===== src/rtl/video_reg_bank.sv =====
// Video controller register bank: shadowed viewport/mode registers committed on
// vblank, palette RAM with combinational lookup, registered read-back and vblank irq.
module video_reg_bank #(
  parameter int unsigned ADDR_W      = 6,
  parameter int unsigned DATA_W      = 16,
  parameter int unsigned PAL_ENTRIES = 16,
  parameter int unsigned PAL_W       = 12,
  parameter int unsigned SYNC_STAGES = 2,
  localparam int unsigned PIDX_W     = (PAL_ENTRIES > 1) ? $clog2(PAL_ENTRIES) : 1
) (
  input  logic              reg_clk,
  input  logic              nreset,
  input  logic              reg_wr,
  input  logic              reg_rd,
  input  logic [ADDR_W-1:0] reg_addr,
  input  logic [DATA_W-1:0] reg_wdata,
  output logic [DATA_W-1:0] reg_rdata,
  output logic              reg_rvalid,
  input  logic              vblank_in,
  output logic              irq,
  output logic [15:0]       cfg_base,
  output logic [9:0]        cfg_left,
  output logic [9:0]        cfg_right,
  output logic [9:0]        cfg_top,
  output logic [9:0]        cfg_bottom,
  output logic [5:0]        cfg_mode,
  input  logic [PIDX_W-1:0] pal_idx,
  output logic [PAL_W-1:0]  pal_rgb
);

  localparam logic [2:0] SEL_STATUS = 3'd6;
  localparam logic [2:0] SEL_CTRL   = 3'd7;

  typedef struct packed {
    logic [15:0] base;
    logic [9:0]  left;
    logic [9:0]  right;
    logic [9:0]  top;
    logic [9:0]  bottom;
    logic [5:0]  mode;
  } view_t;

  view_t                  shadow_q, active_q, shadow_d, active_d;
  logic                   latch_en_q, irq_en_q, latch_en_d, irq_en_d;
  logic                   pending_q, pending_d;
  logic                   irq_flag_q, irq_flag_d;
  logic                   irq_q;
  logic [SYNC_STAGES-1:0] sync_q;
  logic                   vb_prev_q;
  logic [DATA_W-1:0]      rdata_q;
  logic                   rvalid_q;
  logic [PAL_W-1:0]       pal_mem [PAL_ENTRIES];

  logic                   reg_space_c, pal_hit_c, shadow_wr_c, commit_c;
  logic                   vb_sync_c, vb_rise_c;
  logic [2:0]             reg_sel_c;
  logic [PIDX_W-1:0]      pal_addr_c;
  logic [DATA_W-1:0]      rd_mux_c;

  // Apply a register-bus write to one field of a view; unused upper bits drop.
  function automatic view_t write_field(input view_t v, input logic [2:0] sel,
                                        input logic [DATA_W-1:0] d);
    view_t r;
    r = v;
    case (sel)
      3'd0:    r.base   = d[15:0];
      3'd1:    r.left   = d[9:0];
      3'd2:    r.right  = d[9:0];
      3'd3:    r.top    = d[9:0];
      3'd4:    r.bottom = d[9:0];
      3'd5:    r.mode   = d[5:0];
      default: r = v;
    endcase
    return r;
  endfunction

  // Address decode and vblank edge detect
  always_comb begin
    reg_space_c = (reg_addr[ADDR_W-1:3] == '0);
    reg_sel_c   = reg_addr[2:0];
    pal_hit_c   = reg_addr[ADDR_W-1] && (32'(reg_addr[ADDR_W-2:0]) < PAL_ENTRIES);
    pal_addr_c  = reg_addr[PIDX_W-1:0];
    shadow_wr_c = reg_wr && reg_space_c && (reg_sel_c <= 3'd5);
    vb_sync_c   = sync_q[SYNC_STAGES-1];
    vb_rise_c   = vb_sync_c && !vb_prev_q;
  end

  // Next-state for shadow/active views, control and interrupt flag
  always_comb begin
    shadow_d   = shadow_q;
    active_d   = active_q;
    pending_d  = pending_q;
    latch_en_d = latch_en_q;
    irq_en_d   = irq_en_q;
    irq_flag_d = irq_flag_q;
    commit_c   = pending_q && (vb_rise_c ||
                 (reg_wr && reg_space_c && reg_sel_c == SEL_CTRL && !reg_wdata[0]));

    // Commit uses the pre-write shadow; a same-cycle latched write re-arms pending.
    if (commit_c) begin
      active_d  = shadow_q;
      pending_d = 1'b0;
    end
    if (shadow_wr_c) begin
      shadow_d = write_field(shadow_q, reg_sel_c, reg_wdata);
      if (latch_en_q) pending_d = 1'b1;
      else            active_d  = write_field(active_d, reg_sel_c, reg_wdata);
    end
    if (reg_wr && reg_space_c && reg_sel_c == SEL_CTRL) begin
      latch_en_d = reg_wdata[0];
      irq_en_d   = reg_wdata[1];
    end
    if (vb_rise_c) irq_flag_d = 1'b1;
    else if (reg_wr && reg_space_c && reg_sel_c == SEL_STATUS && reg_wdata[2]) irq_flag_d = 1'b0;
  end

  // Read-back mux; shadowed registers return the shadow copy
  always_comb begin
    rd_mux_c = '0;
    if (reg_space_c) begin
      case (reg_sel_c)
        3'd0:       rd_mux_c = DATA_W'(shadow_q.base);
        3'd1:       rd_mux_c = DATA_W'(shadow_q.left);
        3'd2:       rd_mux_c = DATA_W'(shadow_q.right);
        3'd3:       rd_mux_c = DATA_W'(shadow_q.top);
        3'd4:       rd_mux_c = DATA_W'(shadow_q.bottom);
        3'd5:       rd_mux_c = DATA_W'(shadow_q.mode);
        SEL_STATUS: rd_mux_c = DATA_W'({irq_flag_q, vb_sync_c, pending_q});
        default:    rd_mux_c = DATA_W'({irq_en_q, latch_en_q});
      endcase
    end else if (pal_hit_c) begin
      rd_mux_c = DATA_W'(pal_mem[pal_addr_c]);
    end
  end

  always_ff @(posedge reg_clk) begin
    if (!nreset) begin
      shadow_q   <= '0;
      active_q   <= '0;
      latch_en_q <= 1'b0;
      irq_en_q   <= 1'b0;
      pending_q  <= 1'b0;
      irq_flag_q <= 1'b0;
      irq_q      <= 1'b0;
      sync_q     <= '0;
      vb_prev_q  <= 1'b0;
      rdata_q    <= '0;
      rvalid_q   <= 1'b0;
    end else begin
      shadow_q   <= shadow_d;
      active_q   <= active_d;
      latch_en_q <= latch_en_d;
      irq_en_q   <= irq_en_d;
      pending_q  <= pending_d;
      irq_flag_q <= irq_flag_d;
      irq_q      <= irq_flag_q && irq_en_q;
      sync_q     <= {sync_q[SYNC_STAGES-2:0], vblank_in};
      vb_prev_q  <= vb_sync_c;
      rvalid_q   <= reg_rd;
      if (reg_rd) rdata_q <= rd_mux_c;
    end
  end

  // Palette storage is not reset; writes take effect immediately
  always_ff @(posedge reg_clk) begin
    if (nreset && reg_wr && pal_hit_c) pal_mem[pal_addr_c] <= reg_wdata[PAL_W-1:0];
  end

  assign reg_rdata  = rdata_q;
  assign reg_rvalid = rvalid_q;
  assign irq        = irq_q;
  assign cfg_base   = active_q.base;
  assign cfg_left   = active_q.left;
  assign cfg_right  = active_q.right;
  assign cfg_top    = active_q.top;
  assign cfg_bottom = active_q.bottom;
  assign cfg_mode   = active_q.mode;
  assign pal_rgb    = pal_mem[pal_idx];

endmodule


===== config.mk =====
export PLATFORM = sky130hd
export DESIGN_NAME = video_reg_bank
export DESIGN_NICKNAME = d
export VERILOG_FILES = /design/src/rtl/video_reg_bank.sv
export SDC_FILE = /design/constraint.sdc
export NUM_CORES = 1
export LEC_CHECK = 0
export BUFFER_PORTS_ARGS = -buffer_cell sky130_fd_sc_hd__buf_2
export CAP_MARGIN = 20
export CORE_MARGIN = 5
export CORE_UTILIZATION = 54
export DETAILED_ROUTE_END_ITERATION = 16
export GPL_TIMING_DRIVEN = 0
export PLACE_DENSITY = 0.73
export SLEW_MARGIN = 20
export SYNTH_ARGS = -nofsm -noshare
export SYNTH_HDL_FRONTEND = slang
export SYNTH_SLANG_ARGS = --single-unit

===== constraint.sdc =====
create_clock -name reg_clk -period 2.87 [get_ports reg_clk]
set_clock_uncertainty 0.2 [all_clocks]
set_input_delay 0.4305 -clock reg_clk [delete_from_list [all_inputs] [get_ports reg_clk]]
set_output_delay 0.4305 -clock reg_clk [all_outputs]
set_load 0.05 [all_outputs]

# ---- Yosys cells after proc, flatten, opt, wreduce, memory -nomap -nowiden
# Memory sizes are Yosys's and may differ from the RTL's.
# Index checks and enable logic that the tools add are counted.
dict set report op_classes {
  n_lt_le_gt_ge 2
  eq_ne 7
  n_mux 19
  n_reduce_logical 24
}
# cell count
set ops {}
lappend ops {{$mux 62} 3}
lappend ops {{$pmux 16 s7} 1}
lappend ops {{$mux 10} 4}
lappend ops {{$mux 16} 2}
lappend ops {{$eq 3x3->1 const B} 4}
lappend ops {{$logic_and 1x1->1} 12}
lappend ops {{$mux 12} 1}
lappend ops {{$reduce_and 2->1} 6}
lappend ops {{$mux 1} 7}
lappend ops {{$eq 3x2->1 const B} 2}
lappend ops {{$logic_not 3->1} 2}
lappend ops {{$mux 6} 1}
lappend ops {{$lt 5x5->1 const B} 1}
lappend ops {{$eq 3x1->1 const B} 1}
lappend ops {{$le 3x3->1 const B} 1}
lappend ops {{$logic_not 1->1} 2}
lappend ops {{$reduce_bool 2->1} 1}
lappend ops {{$logic_or 1x1->1} 1}
dict set report totals {
  register_bits 149
  mem_bits_rw 192
  inputBits 31
  output_inout_bits 92
  wordCells 74
  mem_count 1
}
# name depth word_bits rd rd_ports_with_merged_regs wr line_no
set memory_table {}
lappend memory_table {pal_mem 16 12 2 0 1 52} ;# logic [PAL_W-1:0] pal_mem [PAL_ENTRIES];

# ---- Depth between registers and ports, before layout
# Gate-level depths: netlist of the first run.
dict set report depth {
  depth_word 10
  mapped_depth 9
  depth_no_buf 5
}

# ---- Worst setup path before layout of the first run
# OpenSTA, ideal clock, no wires.
dict set report synth_path {
  path_kind {input port to output port}
  from {in pal_idx[0]}
  to {out pal_rgb[0]}
  arrival_ns 2.168
  required_ns 2.240
  path_slack_ns 0.072
  stages 4
  path_buffers 2
  cell_sequence {buf_2 -> buf_2 -> mux4_2 -> mux4_2}
}
dict set report synth_via {
  elab_chain_len 1
}
# item line_no
set synth_lines {}
lappend synth_lines {{from (decl)} 27} ;# input logic [PIDX_W-1:0] pal_idx,
lappend synth_lines {{$mem_v2 16x12} n/a}
lappend synth_lines {{to (decl)} 28} ;# output logic [PAL_W-1:0] pal_rgb
# Every way passes these cells.

# ---- Worst setup path after layout of the first run
dict set report layout_path {
  from {in pal_idx[1]}
  to {out pal_rgb[5]}
}
# The elaborated chain is that of the path after synthesis.

==> flow_summary.json, run 1 <==
{
  "status": "finished, violations left",
  "failed_checks": "setup timing",
  "cp_common_cell": "mux4_2",
  "rsz0062_at_grt": "true",
  "yosysUniqueCellTypes": 49,
  "clock_latency_ns": 0.53,
  "synth_top_area_share_pct": 38.1,
  "vias_per_cell": 6.53,
  "setup_tns_ns": -0.0122,
  "wirelength_um": 47600,
  "drive_gt1_share_pct": 23.9,
  "core.rowCount": 61,
  "p_leak_uw": 0.00635,
  "crit_slowest_cell": "mux4_2",
  "layout_setup_ws_ns": -0.0122,
  "fin_crit_sh_pct": 100,
  "synthAdderAreaFrac_pct": 0,
  "dp_hpwl_um": 33100,
  "grt_max_degree": 22,
  "worstMarginPinSlew_ns": 0.936,
  "worstSetupPathType": "in2out",
  "postRouteAntennaNets": 0,
  "clockBufferDepth": 3,
  "yosys_warnings": 0,
  "synth-edff-count": 192,
  "hold_violations": 0,
  "ys_ff_latch": 341,
  "tritoncts": "done",
  "power_density_nw_per_um2": 613,
  "fin_nets": 1401,
  "antenna_found_initial": 0,
  "pin_count": 123,
  "p_clk_share_pct": 43.6,
  "clock-root-buffer": "clkbuf_16",
  "p_int_uw": 8250,
  "seq_power_share_pct": 48.3,
  "synth_mux_area_share_pct": 20.7,
  "r2r_cells": 6,
  "wl_met1_um": 18300,
  "path_cells": "clkbuf_2, clkbuf_4, mux4_2, mux4_2, buf_2",
  "synth.most_common_cell": "nand2_1",
  "h-tree-depth": 2,
  "whs_ns": 0.0816,
  "grt_first_pass_wirelength_um": 70600,
  "start_util_pct": 54.7,
  "port_buffers": 116,
  "routedWlPerCell_um": 26.8,
  "vias": 11591,
  "coreArea_um2": 27700,
  "area_growth_pct": 16.2,
  "worstSetupEndpointType": "output pin",
  "fin_crit_ns": 2.88,
  "cts_made_buffers": 36,
  "die_y_um": 177,
  "place_ws_ns": -0.807,
  "drv_slew": 0,
  "maxUsedRoutingLayer": "met4",
  "switchingPower_uw": 2540,
  "die_w_um": 177,
  "synth_flop_cell": "edfxtp_1",
  "synth-simple-area-share_pct": 9.30,
  "drc": 0,
  "async_flop_share_pct": 0,
  "switching_share_pct": 23.5,
  "nFillCells": 2094,
  "track_usage_pct": 30.2,
  "cts_sinks": 341,
  "syn_area_per_cell_um2": 12.5,
  "synth_top_area_cell": "edfxtp_1",
  "worstPathMaxFanout": 10,
  "grt_pass1_vias": 11320,
  "finalSetupViolations": 1,
  "drt_iter0_drc": 1683,
  "worst-path-stages": 5,
  "slew_headroom_pct": 37.6,
  "cts.clk_slew.worst_paths_ns": 0.06,
  "dieArea_um2": 31500,
  "fmax_ghz": 0.347,
  "cp_top_family": "multiplexers",
  "grt_remaining_overflow": 0,
  "synth_area_leaders": "edfxtp_1 (38%), dfxtp_1 (20%), mux4_2 (13%)",
  "synth_xor_xnor_area_share_pct": 0,
  "timing.critical_path.buf_inv": 3,
  "cp-start-kind": "input pin",
  "wl_met3_um": 6520,
  "p_comb_share_pct": 8.1,
  "crit_arrival_ns": 2.25,
  "gp_congestion": 0.938,
  "crit_required_ns": 2.24,
  "synth_top_family_by_area": "multiplexers",
  "synthCells": 1209,
  "vdd_drop_max_mv": 0.646,
  "final_core_util_pct": 63.5,
  "synth_common_cells": "nand2_1 (207), edfxtp_1 (192), dfxtp_1 (149)",
  "synth_nets": 1240,
  "synth_compound_area_share_pct": 9.33,
  "wl_met2_um": 21200,
  "drv_cap": 0,
  "ys_seq_area_share_pct": 57.8,
  "drtPass1Iterations": 8,
  "hold_depth": 3,
  "netlist_area_um2": 15100,
  "slowest_delay_ns": 0.52,
  "hold_class": "in2reg"
}
==> cell usage in the layout, fill, tap and decap left out, drive strengths merged, types with 7 or more instances in the layout <==
cell	instances
a21oi	53
a22oi	23
a31oi	54
and2	8
buf	160
clkbuf	104
clkinv	7
dfxtp	149
edfxtp	192
mux2i	108
mux4	88
nand2	208
nand2b	9
nand3	8
nand4	8
nor2	54
nor2b	10
nor3	7
o21ai	86
==> metrics by stage <==
| step | area, um2 | power, uW | cells |
|---|---|---|---|
| after floorplan | 15100 | 5840 | 1209 |
| after global placement | 16200 | 6140 | 1703 |
| after detailed placement | 16300 | 6140 | 1705 |
| after CTS | 17600 | 10800 | 1775 |
| after global routing | 17600 | 11100 | 1774 |
| final | 17600 | 10800 | 1775 |
==> worst register-to-register path: stages, from the launching register on <==
cell and delay [ns]:
dfxtp_1 0.36, nand2b_1 0.15, o31ai_2 0.10, nand2_1 0.42, buf_2 0.43, mux2i_1 0.24
o21ai_0 0.09
==> kinds of logic after synthesis <==
kind of cell,count (synthesis)
multiplexers,202
AO/OA/AOI/OAI,240
buffers and inverters,101
AND/OR/NAND/NOR,325
flip-flops,341
==> power groups by stage <==
stage	clock network, uW	logic [uW]	registers, uW
3_3_place_gp	0	821	5310
5_1_grt	4940	905	5210
3_5_place_dp	0	829	5320
2_1_floorplan	0	473	5360
4_1_cts	4700	849	5210
6_report	4700	875	5210
==> layer usage <==
| layer | vias up | GRT usage [%] |
|---|---|---|
| met3 | 116 | 7.14 |
| li1 | 4893 | - |
| met1 | 5711 | 43.5 |
| met4 | 0 | 9.54 |
| met5 | - | 0 |
| met2 | 871 | 45.8 |
==> path summary, 6_finish.rpt <==
check,from,end,slack (ns)
hold / removal,reg_rd,reg_rdata[13]$_SDFFE_PN0P_,0.08
setup / recovery,pal_idx[1],pal_rgb[5],-0.01
hold reg to reg,sync_q[0]$_SDFF_PN0_,sync_q[1]$_SDFF_PN0_,0.23
setup reg to reg,sync_q[1]$_SDFF_PN0_,cfg_right[8]$_SDFF_PN0_,0.76
==> flip-flops by register name, indices dropped and copies added (netlist names), 10 cells and up <==
name        count
cfg_base       16
cfg_bottom     10
cfg_left       10
cfg_right      10
cfg_top        10
pal_mem       192
reg_rdata      16
shadow_q       62
==> final cells by class <==
| class | count | area (um2) | share of cell area (%) |
|---|---|---|---|
| Timing Repair Buffer | 124 | 673 | 3.82 |
| Antenna cell | 1 | 2.50 | 0.0142 |
| Inverter | 4 | 15.0 | 0.0853 |
| Sequential cell | 341 | 8750 | 49.7 |
| Clock inverter | 15 | 198 | 1.12 |
| Multi-Input combinational cell | 767 | 6040 | 34.3 |
| Tap cell | 378 | 473 | 2.69 |
| Clock buffer | 49 | 990 | 5.62 |
| Buffer | 96 | 463 | 2.63 |
==> repair_timing <==
| action | in CTS | in global routing |
|---|---|---|
| pin swaps | 1 | 0 |
| endpoints found under the hold margin | 5 | 0 |
| gates cloned | 0 | 0 |
| gates resized for setup | 28 | 11 |
| setup endpoints to repair | 108 | 18 |
| setup buffers | 1 | 0 |
| hold buffers | 5 | 0 |
Note: power is estimated with default switching activity, not from simulation.
==> inputs of run 2 (changes only) <==
--- a/constraint.sdc
+++ b/constraint.sdc
@@ -3,3 +3,3 @@
 set_input_delay 0.4305 -clock reg_clk [delete_from_list [all_inputs] [get_ports reg_clk]]
 set_output_delay 0.4305 -clock reg_clk [all_outputs]
-set_load 0.05 [all_outputs]
+set_load 0.02 [all_outputs]
==> run 2 against run 1 <==
The run now ends clean. Critical path depth down 2. Non-clock buffer count unchanged. Worst setup slack better by 0.049 ns. First-iteration DRC count up 0.83%. Power down 0.91%. Register-to-register slack about the same. Design area about the same. Combinational power down 9.6%. Maximum frequency up 1.7%. Via count up 0.54%. Wire length down 0.13%. Sequential power about the same. Critical path type is now reg2out. Highest routed layer unchanged.
==> flow_summary.json, run 2 (synthesized netlist as in run 1, its figures left out) <==
{
  "drive_gt1_share_pct": 23.9,
  "wirelength_um": 47600,
  "largest_reg_flops": 192,
  "hold_end": "reg_rdata[13]$_SDFFE_PN0P_",
  "coreArea_um2": 27700,
  "cts.clk_slew.worst_paths_ns": 0.06,
  "final_cell_mix": "nand2_1 (207), edfxtp_1 (192), dfxtp_1 (149)",
  "drc": 0,
  "grt_pass1_vias": 11298,
  "drv_cap": 0,
  "r2r_slack_ns": 0.76,
  "drtPass1Iterations": 6,
  "fin_nets": 1401,
  "r2r-end": "cfg_right[8]$_SDFF_PN0_",
  "p_int_uw": 8250,
  "cp-start-kind": "register",
  "dieArea_um2": 31500,
  "core.rowCount": 61,
  "drv_slew": 0,
  "setup_tns_ns": 0,
  "critPathLaunch": "pal_mem[10][2]$_DFFE_PP_",
  "routedWlPerCell_um": 26.8,
  "finalSetupViolations": 0,
  "seq_power_share_pct": 48.7,
  "grt_first_pass_wirelength_um": 70600,
  "p_leak_uw": 0.00634,
  "fmax_ghz": 0.353,
  "power.total_uw": 10700,
  "power_density_nw_per_um2": 608,
  "switching_share_pct": 22.8,
  "final_common_cell": "nand2_1",
  "die_w_um": 177,
  "hold_class": "in2reg",
  "clockBufferDepth": 3,
  "hold_violations": 0,
  "worstReg2RegStart": "sync_q[1]$_SDFF_PN0_",
  "min_from": "reg_rd",
  "worstSetupPathType": "reg2out",
  "final_cell_area_um2": 17600,
  "crit_slowest_cell": "mux4_2",
  "start_util_pct": 54.7,
  "fin_crit_sh_pct": 98.7,
  "cp_common_cell": "mux4_2",
  "clock-root-buffer": "clkbuf_16",
  "crit_required_ns": 2.24,
  "clock_latency_ns": 0.53,
  "area_growth_pct": 16.1,
  "whs_ns": 0.0730,
  "worstPathMaxFanout": 2,
  "rsz0062_at_grt": "false",
  "postRouteAntennaNets": 0,
  "dp_hpwl_um": 33100,
  "antenna_found_initial": 0,
  "regMostFlops": "pal_mem",
  "gp_congestion": 0.938,
  "port_buffers": 116,
  "vdd_drop_max_mv": 0.641,
  "h-tree-depth": 2,
  "largestRegisters": "pal_mem (192), shadow_q (62)",
  "fin_crit_ns": 2.83,
  "status": "finished, final reports clean",
  "switchingPower_uw": 2440,
  "final_core_util_pct": 63.5,
  "grt_max_degree": 22,
  "worstSetupEndpointType": "output pin",
  "slew_headroom_pct": 37.1,
  "drt_iter0_drc": 1697,
  "path_cells": "mux4_2, mux4_2, buf_6",
  "hold_depth": 3,
  "vias": 11654,
  "pin_count": 123,
  "place_area_um2": 16300,
  "die_y_um": 177,
  "cts_sinks": 341,
  "cts_made_buffers": 36,
  "vias_per_cell": 6.57,
  "worstMarginPinSlew_ns": 0.943,
  "tritoncts": "done",
  "slowest_delay_ns": 0.59,
  "p_comb_share_pct": 7.4,
  "track_usage_pct": 30.2,
  "p_clk_share_pct": 43.9,
  "r2r_cells": 6,
  "crit_arrival_ns": 2.20,
  "grt_remaining_overflow": 0
}
[run 2: cell types whose count changed in the layout (fill, tap and decap cells not counted), sizes merged]
cell	change
buf	-2
clkbuf	+2
[run 2: stage by stage]
step	cells	setup WS, ns
final	1775	0.0364
after CTS	1775	0.0264
after floorplan	1209	0.126
after global routing	1774	0.000293
after detailed placement	1705	-0.807
after global placement	1703	-1.58
[run 2: final cells by class]
| class | count | area, um2 |
|---|---|---|
| Multi-Input combinational cell | 767 | 6040 |
| Inverter | 4 | 15.0 |
| Clock buffer | 49 | 990 |
| Sequential cell | 341 | 8750 |
| Fill cell | 2097 | 10100 |
| Timing Repair Buffer | 124 | 667 |
| Tap cell | 378 | 473 |
| Clock inverter | 15 | 198 |
| Antenna cell | 1 | 2.50 |
| Buffer | 96 | 455 |
[run 2: repair_timing]
item | 4_1_cts | 5_1_grt
setup endpoints to repair | 108 | 15
hold endpoints to repair | 5 | 0
hold buffers | 5 | 0
resized for setup | 25 | 7
pin swaps | 1 | 0
setup buffers | 1 | 0
[run 2: power groups by stage]
stage               Combinational, uW  Sequential, uW  Clock, uW
floorplan                         431            5330          0
global placement                  741            5310          0
detailed placement                749            5320          0
CTS                               768            5210       4700
global route                      822            5210       4940
finish                            791            5210       4690
[run 2: worst max-delay path: cells and delay by family (launching register included)]
kind / cells / cell delay (ns)
flops: 1 / 0.40
buf+inv: 1 / 0.16
mux: 2 / 1.13
[run 2: routing by layer]
layer | vias to the layer above | GRT usage (%) | wire [um] | share of wire, %
met4 | 0 | 9.38 | 1600 | 3.4
li1 | 4891 | - | - | -
met5 | - | 0 | 0 | 0
met2 | 877 | 46.0 | 21200 | 45
met3 | 123 | 7.26 | 6820 | 14
met1 | 5763 | 43.3 | 17900 | 38
[run 2: how the worst max path moves through the flow]
stage	end	depth (start not counted)	slack [ns]
2_1_floorplan	pal_mem[3][0]$_DFFE_PP_	4	0.13
3_3_place_gp	pal_mem[3][11]$_DFFE_PP_	4	-1.58
3_5_place_dp	pal_mem[1][11]$_DFFE_PP_	4	-0.81
4_1_cts	pal_rgb[3]	5	0.03
5_1_grt	pal_rgb[2]	3	0.0003
6_report	pal_rgb[2]	3	0.04
